**config.mk**
```make
export PLATFORM = sky130hd
export DESIGN_NAME = text_fetch_sched
export DESIGN_NICKNAME = d
export VERILOG_FILES = /design/src/rtl/text_fetch_sched.sv
export SDC_FILE = /design/constraint.sdc
export NUM_CORES = 1
export LEC_CHECK = 0
export CAP_MARGIN = 10
export CELL_PAD_IN_SITES_DETAIL_PLACEMENT = 1
export CELL_PAD_IN_SITES_GLOBAL_PLACEMENT = 1
export CORE_MARGIN = 2
export CORE_UTILIZATION = 34
export CTS_BUF_LIST = sky130_fd_sc_hd__clkbuf_16
export CTS_CLUSTER_DIAMETER = 200
export DETAILED_ROUTE_END_ITERATION = 6
export PLACE_DENSITY = 0.84
export SLEW_MARGIN = 20
export SYNTH_ARGS = -nofsm -noshare
export SYNTH_HDL_FRONTEND = slang
export SYNTH_SLANG_ARGS = --single-unit
```
**constraint.sdc**
```tcl
create_clock -name clock25 -period 16.5 [get_ports clock25]
set_input_delay 3.3 -clock clock25 [delete_from_list [all_inputs] [get_ports clock25]]
set_output_delay 3.3 -clock clock25 [all_outputs]
set_load 0.02 [all_outputs]
```
**src/rtl/text_fetch_sched.sv**
```systemverilog
// text_fetch_sched
//   Character-cell fetch scheduler for a 640x480 text display, clocked on the
//   pixel clock. The screen is split into COLS x ROWS cells of 8x12 pixels.
//   During each cell the block fetches the *next* cell: text RAM read, font ROM
//   read, glyph-row select, then a shift-register load at the last pixel of
//   the cell. One monochrome pixel per clock leaves on Pixel. The single-port
//   text RAM is shared with a host write port.
//
//   Optional feature macro: CHARGEN_CURSOR_EN (blinking underline cursor).
//
// Ports
//   clock25            pixel clock
//   reset              synchronous, active-high
//   HorizontalCounter  0..799, visible 0..639
//   VerticalCounter    0..524, visible 0..479
//   text_addr/we/wdata text RAM port (registered); cell index = row*COLS+col
//   text_rdata         text RAM read data (sync read)
//   font_addr          font ROM address = character code (registered)
//   font_data          font ROM glyph, row r at bits [95-8r -: 8], MSB leftmost
//   host_req/addr/data host write request, held until host_ack
//   host_ack           one-cycle acknowledge (registered)
//   cursor_addr        cursor cell index (CHARGEN_CURSOR_EN only)
//   Pixel              serialised pixel (registered)
module text_fetch_sched #(
    parameter int COLS = 80,
    parameter int ROWS = 40
) (
    input  logic        clock25,
    input  logic        reset,
    input  logic [9:0]  HorizontalCounter,
    input  logic [9:0]  VerticalCounter,
    output logic [11:0] text_addr,
    output logic        text_we,
    output logic [6:0]  text_wdata,
    input  logic [6:0]  text_rdata,
    output logic [6:0]  font_addr,
    input  logic [95:0] font_data,
    input  logic        host_req,
    input  logic [11:0] host_addr,
    input  logic [6:0]  host_data,
    output logic        host_ack,
`ifdef CHARGEN_CURSOR_EN
    input  logic [11:0] cursor_addr,
`endif
    output logic        Pixel
);

    localparam logic [11:0] COLS_W  = 12'(COLS);
    localparam logic [12:0] CELLS_W = 13'(COLS * ROWS);

    // Target cell (the one after the cell currently being displayed)
    logic [2:0]  phase;
    logic [6:0]  tgt_col;
    logic [9:0]  tgt_line;
    logic [11:0] tgt_row;
    logic [3:0]  glyph_row;
    logic [11:0] tgt_index;
    logic        tgt_valid;
    logic [6:0]  slice_sh;
    logic [7:0]  glyph_slice;
    logic [7:0]  glyph_mask;
    logic        grant;

    // State
    logic [11:0] text_addr_q,  text_addr_d;
    logic        text_we_q,    text_we_d;
    logic [6:0]  text_wdata_q, text_wdata_d;
    logic [6:0]  font_addr_q,  font_addr_d;
    logic        host_ack_q,   host_ack_d;
    logic        pixel_q,      pixel_d;
    logic [7:0]  shreg_q,      shreg_d;
    logic [7:0]  next_row_q,   next_row_d;
`ifdef CHARGEN_CURSOR_EN
    logic [5:0]  frame_cnt_q,  frame_cnt_d;
`endif

    always_comb begin
        phase = HorizontalCounter[2:0];
        // In the last cell slot of a line, fetch column 0 of the next line.
        if (HorizontalCounter >= 10'd792) begin
            tgt_col  = 7'd0;
            tgt_line = (VerticalCounter == 10'd524) ? 10'd0 : VerticalCounter + 10'd1;
        end else begin
            tgt_col  = HorizontalCounter[9:3] + 7'd1;
            tgt_line = VerticalCounter;
        end
        tgt_row   = 12'(tgt_line / 10'd12);
        glyph_row = 4'(tgt_line % 10'd12);
        tgt_index = tgt_row * COLS_W + {5'd0, tgt_col};
        tgt_valid = ({5'd0, tgt_col} < COLS_W) && (tgt_line < 10'd480);
        // Row r sits at bits [95-8r -: 8]: shift it down to [7:0].
        slice_sh    = 7'd88 - {glyph_row, 3'b000};
        glyph_slice = 8'(font_data >> slice_sh);
    end

`ifdef CHARGEN_CURSOR_EN
    always_comb begin
        frame_cnt_d = frame_cnt_q;
        if (HorizontalCounter == 10'd0 && VerticalCounter == 10'd0)
            frame_cnt_d = frame_cnt_q + 6'd1;
        glyph_mask = '0;
        if (frame_cnt_q[5] && tgt_index == cursor_addr && glyph_row >= 4'd10)
            glyph_mask = 8'hFF;
    end
`else
    assign glyph_mask = '0;
`endif

    always_comb begin
        text_addr_d  = text_addr_q;
        text_we_d    = 1'b0;
        text_wdata_d = text_wdata_q;
        font_addr_d  = font_addr_q;
        host_ack_d   = 1'b0;
        next_row_d   = next_row_q;
        pixel_d      = shreg_q[7];
        shreg_d      = {shreg_q[6:0], 1'b0};

        // Display owns p=0; the edge right after an ack is never granted, which
        // covers the host's de-assert latency.
        grant = host_req && (phase != 3'd0) && !host_ack_q;

        if (phase == 3'd0) begin
            text_addr_d = tgt_index;
        end else if (grant) begin
            text_addr_d  = host_addr;
            text_wdata_d = host_data;
            text_we_d    = ({1'b0, host_addr} < CELLS_W);
            host_ack_d   = 1'b1;
        end

        if (phase == 3'd2)
            font_addr_d = text_rdata;

        // Invalid targets (off-screen columns/lines) produce blank rows.
        if (phase == 3'd4)
            next_row_d = tgt_valid ? (glyph_slice ^ glyph_mask) : 8'h00;

        if (phase == 3'd7)
            shreg_d = next_row_q;
    end

    always_ff @(posedge clock25) begin
        if (reset) begin
            text_addr_q  <= '0;
            text_we_q    <= 1'b0;
            text_wdata_q <= '0;
            font_addr_q  <= '0;
            host_ack_q   <= 1'b0;
            pixel_q      <= 1'b0;
            shreg_q      <= '0;
            next_row_q   <= '0;
`ifdef CHARGEN_CURSOR_EN
            frame_cnt_q  <= '0;
`endif
        end else begin
            text_addr_q  <= text_addr_d;
            text_we_q    <= text_we_d;
            text_wdata_q <= text_wdata_d;
            font_addr_q  <= font_addr_d;
            host_ack_q   <= host_ack_d;
            pixel_q      <= pixel_d;
            shreg_q      <= shreg_d;
            next_row_q   <= next_row_d;
`ifdef CHARGEN_CURSOR_EN
            frame_cnt_q  <= frame_cnt_d;
`endif
        end
    end

    assign text_addr  = text_addr_q;
    assign text_we    = text_we_q;
    assign text_wdata = text_wdata_q;
    assign font_addr  = font_addr_q;
    assign host_ack   = host_ack_q;
    assign Pixel      = pixel_q;

endmodule

```
==> results of run 1 <==
cells in the final DEF, fill, tap and decap left out, types with 3 or more instances in the layout:
cell,n
inv_1,11
o22ai_1,10
o21ai_1,3
nor2b_1,4
a31oi_1,12
xnor2_1,14
ha_1,16
o22a_1,4
mux2i_1,39
nand2_1,99
o211ai_2,5
nor3b_1,4
nor2_1,52
and2_1,7
clkbuf_16,5
a221oi_1,10
xor2_1,7
buf_4,7
a21o_1,6
and3_1,5
a221o_1,5
nand3_1,17
a211oi_1,10
clkdlybuf4s50_1,173
nand4_1,7
a21oi_1,35
nand2b_1,3
mux2_2,3
dfxtp_1,45
nor3_1,9
o21a_1,3
o21ai_0,20
per-layer routing:
metal  routed length (µm)  GRT usage [%]
met1                 6683          26.69
met2                 9011          47.22
met3                  979          4.893
met4                  291          5.422
met5                    0              0
power groups by stage:
stage | combinational, mW | clock [mW] | sequential [mW]
after global placement | 0.185 | 0 | 0.118
after global routing | 0.214 | 0.118 | 0.117
after CTS | 0.196 | 0.113 | 0.116
after detailed placement | 0.193 | 0 | 0.119
after floorplan | 0.111 | 0 | 0.124
final | 0.196 | 0.112 | 0.116
how the worst max path moves through the flow:
stage,endpoint,cells past startpoint,slack (ns)
6_report,text_addr[11],21,7.18
3_5_place_dp,text_addr[11],21,7.12
2_1_floorplan,text_addr[11],24,8.68
4_1_cts,text_addr[11],21,7.21
5_1_grt,text_addr[11],21,6.84
3_3_place_gp,text_addr[11],21,7.45
layout make-up:
type                            count  area share [%]
Inverter                           12          0.7059
Multi-Input combinational cell    478           51.24
Timing Repair Buffer              180           27.96
Clock inverter                      3          0.6471
Sequential cell                    45           14.12
Clock buffer                        5           1.961
Tap cell                          172           3.373
state kept, by name (all words and copies together), names as in the netlist:
name and cells:
text_addr 12, Pixel 1, font_addr 7, shreg_q 8
text_wdata 7, host_ack 1, next_row_q 8, text_we 1
through the flow:
stage	std cells	util, %
after floorplan	573	-
after global placement	887	49.36
after detailed placement	887	49.36
after CTS	895	50.68
after global routing	895	50.77
final	895	50.77
worst reg2reg max path, cell delays in order, from the launching register on:
cell	delay (ns)
dfxtp_1	0.33
nor2b_1	0.14
buf_4	0.28
mux2_2	0.37
a21oi_1	0.16
nor2_1	0.06
cells by family after synthesis:
group	count (synthesis)
AND/OR/NAND/NOR	234
flip-flops	45
XOR/XNOR	23
buffers and inverters	50
AO/OA/AOI/OAI	160
adder cells (fa/ha/maj)	18
multiplexers	43
==> flow_summary_export.csv, run 1 <==
group,metric,value,unit
sta,finalCritPeriodShare,56.51,%
worst_setup_path,endpoint_kind,"register",
synth,synth_top_family_by_area,"compound AO/OA/AOI/OAI gates",
cells_and_area,fin_nets,885,
worst_setup_path,path_buf_inv,2,
clock_network,h-tree-depth,2,
die,fp.dieW,117.5,µm
detailed_routing,wl,16970,µm
worst_setup_path,cp_cell_sequence,"clkdlybuf4s50_1, ha_1, nand4_1, nor4_4, nor3_1, a311oi_2, a22o_1, nor3_1, o32ai_1, o211ai_2, a2111o_1, ha_1, ha_1, inv_1, fa_1, nor3b_1, nand3_1, xnor2_1, xnor2_1, a21oi_1, nor2_1",
worst_setup_path,cp_max_fo,12,
cells_and_area,multi_input_area,3269,µm²
die,rows,41,
worst_setup_path,reg2reg_depth,5,
place,place_area,6203,µm²
hold_path,hold_path_class,"register to register",
status,status,"finished, final reports clean",
sta,final.setup.tns,0,ns
synth,synth.top_cell.area_share,20.58,%
die,die_h,117.5,µm
detailed_routing,drtPass1Iterations,4,
synth,synth-seq-cells,45,
synth,yosys_most_used_dff,"dfxtp_1",
synth,synth-adder-area-share,5.489,%
sta,rsz0062_at_grt,"no",
synth,ys_seq_area_share,20.58,%
sta,fin_ws,7.176,ns
cells_and_area,register_area,900.9,µm²
worst_setup_path,slowest_stage,"clkdlybuf4s50_1",
synth,synth_area,4377,µm²
worst_setup_path,reg2reg_to,"text_addr[3]",
global_routing,antenna_found_initial,0,
worst_setup_path,crit_path_start,"VerticalCounter[0]",
hold_path,hold_depth,2,
detailed_routing,drc,0,
die,die-area,13800,µm²
sta,final.min_clock_period,9.324,ns
worst_setup_path,r2r-start,"host_ack",
sta,setup_viol,0,
place,portBuffers,173,
sta,hold_viol,0,
sta,skew,0.001797,ns
place,dp_hpwl,13560,µm
synth,yosys_warnings,0,
synth,synth_xor_xnor_area_share,5.203,%
synth,synthSimpleGateAreaFrac,26.07,%
clock_network,clock_latency,0.28,ns
sta,fmax,107.2,MHz
clock_network,clockBufferDepth,2,
worst_setup_path,rrSetupSlack,15.03,ns
worst_setup_path,worst_ep_arrival_time,9.48,ns
synth,synth_edf_count,0,
synth,avgSynthCellArea,7.638,µm²
cells_and_area,fin_area,6381,µm²
detailed_routing,vias,5035,
clock_network,path_clk_slew,0.06,ns
place,place_ws,7.122,ns
worst_setup_path,cp_slowest_stage_delay,0.71,ns
synth,synth_mux_area_share,10.21,%
cells_and_area,area_growth,45.80,%
synth,synth_compound_area_share,27.33,%
synth,synth_cells,573,
clock_network,hold_buffers,0,
die,core,12570,µm²
worst_setup_path,worstSetupPathType,"primary input to register",
synth,yosysMostFrequentCell,"nand2_1",
detailed_routing,vias_per_cell,5.626,
worst_setup_path,cp.required,16.66,ns
clock_network,cts_tree,"done",
power_and_ir_drop,ir_drop,50.88,µV
sta,slew_viol_final,0,
power_and_ir_drop,power.leakage,2.482,nW
cells_and_area,fill_cells,1542,
clock_network,clkSinkCount,45,
cells_and_area,num_antenna_cells,0,
die,ios,174,
power_and_ir_drop,clock_power_share,26.4,%
hold_path,holdCritStartpoint,"text_wdata[3]",
clock_network,postCtsSetupBuffers,0,
clock_network,post_cts_resized,0,
power_and_ir_drop,switching_share,34.72,%
worst_setup_path,critPathLaunchType,"primary input",
clock_network,numCtsBuffers,5,
global_routing,grt_pass1_wl,27640,µm
synth,synth.distinct_cells,85,
global_routing,grt_usage,24.20,%
synth,syn-num-nets,736,
power_and_ir_drop,p_switching,0.1476,mW
job,drv_cap,0,
power_and_ir_drop,power_frac_seq,27.4,%
die,floorplan.initialDensity,34.82,%
power_and_ir_drop,power-per-cell-area,66.62,nW/µm²
sta,whs,0.4565,ns
synth,synth_area_leaders,"dfxtp_1 21%, mux2i_1 8.9%, nand2_1 8.5%",
power_and_ir_drop,share_comb_of_total_power,46.2,%
cells_and_area,drive_above_1_share,6.916,%
global_routing,grt_max_degree,40,
detailed_routing,wl_per_cell,18.96,µm
synth,synth_top_area_cell,"dfxtp_1",
place,gp_congestion,0.8843,
worst_setup_path,critPathMostFrequentCell,"ha_1",
detailed_routing,first_iter_violations,257,
sta,tightest_slew,0.9808,ns
power_and_ir_drop,internal_power,0.2775,mW
synth,synthTopCellsByCount,"99 x nand2_1, 52 x nor2_1, 45 x dfxtp_1",
hold_path,hold_end,"text_wdata[3]",
worst_setup_path,critPathTopFamily,"compound AO/OA/AOI/OAI gates",
synth,async_flop_share,0,%
global_routing,grt-ovfl-total,0,
power_and_ir_drop,finalPower,0.4251,mW
detailed_routing,ant_nets,0,
sta,timing.slew.headroom,34.37,%
clock_network,clockRootBuffer,"clkbuf_16",
global_routing,grt_pass1_vias,5399,
Power figures use the tool's default switching activity.
==> run 2, diff against run 1 <==
--- a/config.mk
+++ b/config.mk
@@ -9,11 +9,11 @@
 export CELL_PAD_IN_SITES_DETAIL_PLACEMENT = 1
 export CELL_PAD_IN_SITES_GLOBAL_PLACEMENT = 1
 export CORE_MARGIN = 2
-export CORE_UTILIZATION = 34
+export CORE_UTILIZATION = 28
 export CTS_BUF_LIST = sky130_fd_sc_hd__clkbuf_16
 export CTS_CLUSTER_DIAMETER = 200
 export DETAILED_ROUTE_END_ITERATION = 6
-export PLACE_DENSITY = 0.84
+export PLACE_DENSITY = 0.74
 export SLEW_MARGIN = 20
 export SYNTH_ARGS = -nofsm -noshare
 export SYNTH_HDL_FRONTEND = slang
==> constraint.sdc (replaced) <==
create_clock -name clock25 -period 8.2 [get_ports clock25]
set_input_delay 1.64 -clock clock25 [delete_from_list [all_inputs] [get_ports clock25]]
set_output_delay 1.64 -clock clock25 [all_outputs]
set_load 0.02 [all_outputs]
==> flow_summary_export.csv, run 2 (synthesized netlist as in run 1, its figures left out) <==
group,metric,value,unit
detailed_routing,vias_per_cell,5.307,
cells_and_area,fin_nets,888,
cells_and_area,num_antenna_cells,0,
status,status,"finished, final reports clean",
die,rows,45,
die,die_h,129.0,µm
global_routing,grt_max_degree,40,
die,core,15260,µm²
global_routing,grt-ovfl-total,0,
die,die-area,16650,µm²
power_and_ir_drop,finalPower,0.8454,mW
detailed_routing,ant_nets,0,
sta,fin_ws,0.7445,ns
die,floorplan.initialDensity,28.68,%
place,dp_hpwl,13630,µm
power_and_ir_drop,switching_share,34.03,%
worst_setup_path,slowest_stage,"clkdlybuf4s50_1",
clock_network,clockBufferDepth,2,
cells_and_area,fin_area,6437,µm²
worst_setup_path,worst_ep_arrival_time,7.61,ns
global_routing,antenna_found_initial,0,
hold_path,hold_path_class,"register to register",
worst_setup_path,worst-path-stages,21,
die,ios,174,
cells_and_area,final_cell_mix,"173 x clkdlybuf4s50_1, 99 x nand2_1, 52 x nor2_1",
worst_setup_path,path_buf_inv,2,
worst_setup_path,critPathMostFrequentCell,"ha_1",
worst_setup_path,critPathTopFamily,"compound AO/OA/AOI/OAI gates",
detailed_routing,first_iter_violations,172,
clock_network,post_cts_resized,0,
place,portBuffers,173,
global_routing,grt_pass1_wl,26650,µm
sta,timing.slew.headroom,30.82,%
global_routing,use_met3,4.459,%
clock_network,path_clk_slew,0.06,ns
sta,tightest_slew,1.030,ns
power_and_ir_drop,share_comb_of_total_power,46.0,%
detailed_routing,vias,4973,
clock_network,clockRootBuffer,"clkbuf_16",
clock_network,clock_latency,0.28,ns
worst_setup_path,cp_cell_sequence,"clkdlybuf4s50_1, ha_1, nand4_1, nor4_4, nor3_1, a311oi_2, a22o_1, nor3_1, o32ai_1, o211ai_2, a2111o_1, ha_1, ha_1, inv_1, fa_1, nor3b_1, nand3_1, xnor2_1, xnor2_1, a21oi_1, nor2_1",
cells_and_area,area_growth,47.08,%
detailed_routing,wl,16690,µm
place,dp.cells,929,
worst_setup_path,cp_slowest_stage_delay,0.68,ns
clock_network,postCtsSetupBuffers,0,
cells_and_area,drive_above_1_share,6.887,%
sta,rsz0062_at_grt,"no",
global_routing,grt.busiest_layer,"met2",
clock_network,numCtsBuffers,5,
worst_setup_path,cp_max_fo,12,
power_and_ir_drop,p_switching,0.2877,mW
worst_setup_path,critPathLaunchType,"primary input",
global_routing,grt_pass1_vias,5416,
power_and_ir_drop,internal_power,0.5577,mW
sta,finalCritPeriodShare,90.92,%
place,place_ws,0.5121,ns
sta,final.setup.tns,0,ns
worst_setup_path,worstSetupPathType,"primary input to register",
global_routing,met1_usage,22.12,%
sta,slew_viol_final,0,
global_routing,grt_usage,19.71,%
clock_network,cts_tree,"done",
power_and_ir_drop,power.leakage,2.501,nW
job,drv_cap,0,
power_and_ir_drop,ir_drop,87.64,µV
die,fp.dieW,129.0,µm
detailed_routing,drc,0,
detailed_routing,wl_per_cell,17.81,µm
worst_setup_path,endpoint_kind,"register",
power_and_ir_drop,power_frac_seq,27.7,%
clock_network,clkSinkCount,45,
sta,hold_viol,0,
sta,final.min_clock_period,7.456,ns
cells_and_area,layout.cells.non_filler,937,
sta,fmax,134.1,MHz
global_routing,grt_use_met2,37.32,%
sta,skew,0.003719,ns
place,gp_congestion,0.8758,
detailed_routing,drtPass1Iterations,4,
clock_network,hold_buffers,0,
place,place_area,6275,µm²
cells_and_area,largest_register_ffs,12,
hold_path,hold_depth,2,
worst_setup_path,reg2reg_depth,6,
sta,setup_viol,0,
power_and_ir_drop,power-per-cell-area,131.3,nW/µm²
worst_setup_path,cp.required,8.36,ns
clock_network,h-tree-depth,2,
power_and_ir_drop,clock_power_share,26.3,%
cells_and_area,final_common_cell,"clkdlybuf4s50_1",
-- run 2: final timing paths --
check,from,endpoint,slack [ns]
min,text_wdata[5],text_wdata[5],0.46
min reg2reg,text_wdata[5],text_wdata[5],0.46
max reg2reg,host_ack,text_addr[2],6.74
max,VerticalCounter[0],text_addr[11],0.74
-- run 2: metal layers --
metal | up-vias | part of all wire, %
li1 | 2414 | -
met1 | 2379 | 40
met2 | 156 | 52
met3 | 24 | 6.3
met4 | 0 | 2.1
met5 | - | 0
-- run 2: worst register-to-register path, delay by kind of cell, from the launching register on --
family | cells | cell delay, ns
flip-flops | 1 | 0.32
AO/OA/AOI/OAI | 1 | 0.22
multiplexers | 1 | 0.26
buffers and inverters | 1 | 0.26
AND/OR/NAND/NOR | 3 | 0.27
-- run 2: final cells by class --
type	instances	area (µm²)
repair buffers	183	1807
fillers	1884	8821
multi-input cells	478	3258
clock buffers	5	125.1
flip-flops and latches	45	900.9
clock inverters	3	37.54
well taps	211	264.0
inverters	12	45.04
-- run 2: power groups by stage --
| stage | sequential, mW | clock, mW | combinational, mW |
|---|---|---|---|
| floorplan | 0.249 | 0 | 0.223 |
| global placement | 0.238 | 0 | 0.377 |
| detailed placement | 0.239 | 0 | 0.389 |
| CTS | 0.234 | 0.227 | 0.392 |
| global route | 0.235 | 0.239 | 0.426 |
| finish | 0.234 | 0.223 | 0.389 |
-- run 2: through the flow --
stage	hold WS (ns)	util, %
floorplan	0.4138	-
CTS	0.4641	42.19
detailed placement	0.4538	41.12
global placement	0.4310	41.12
finish	0.4578	42.19
global route	0.4661	42.19
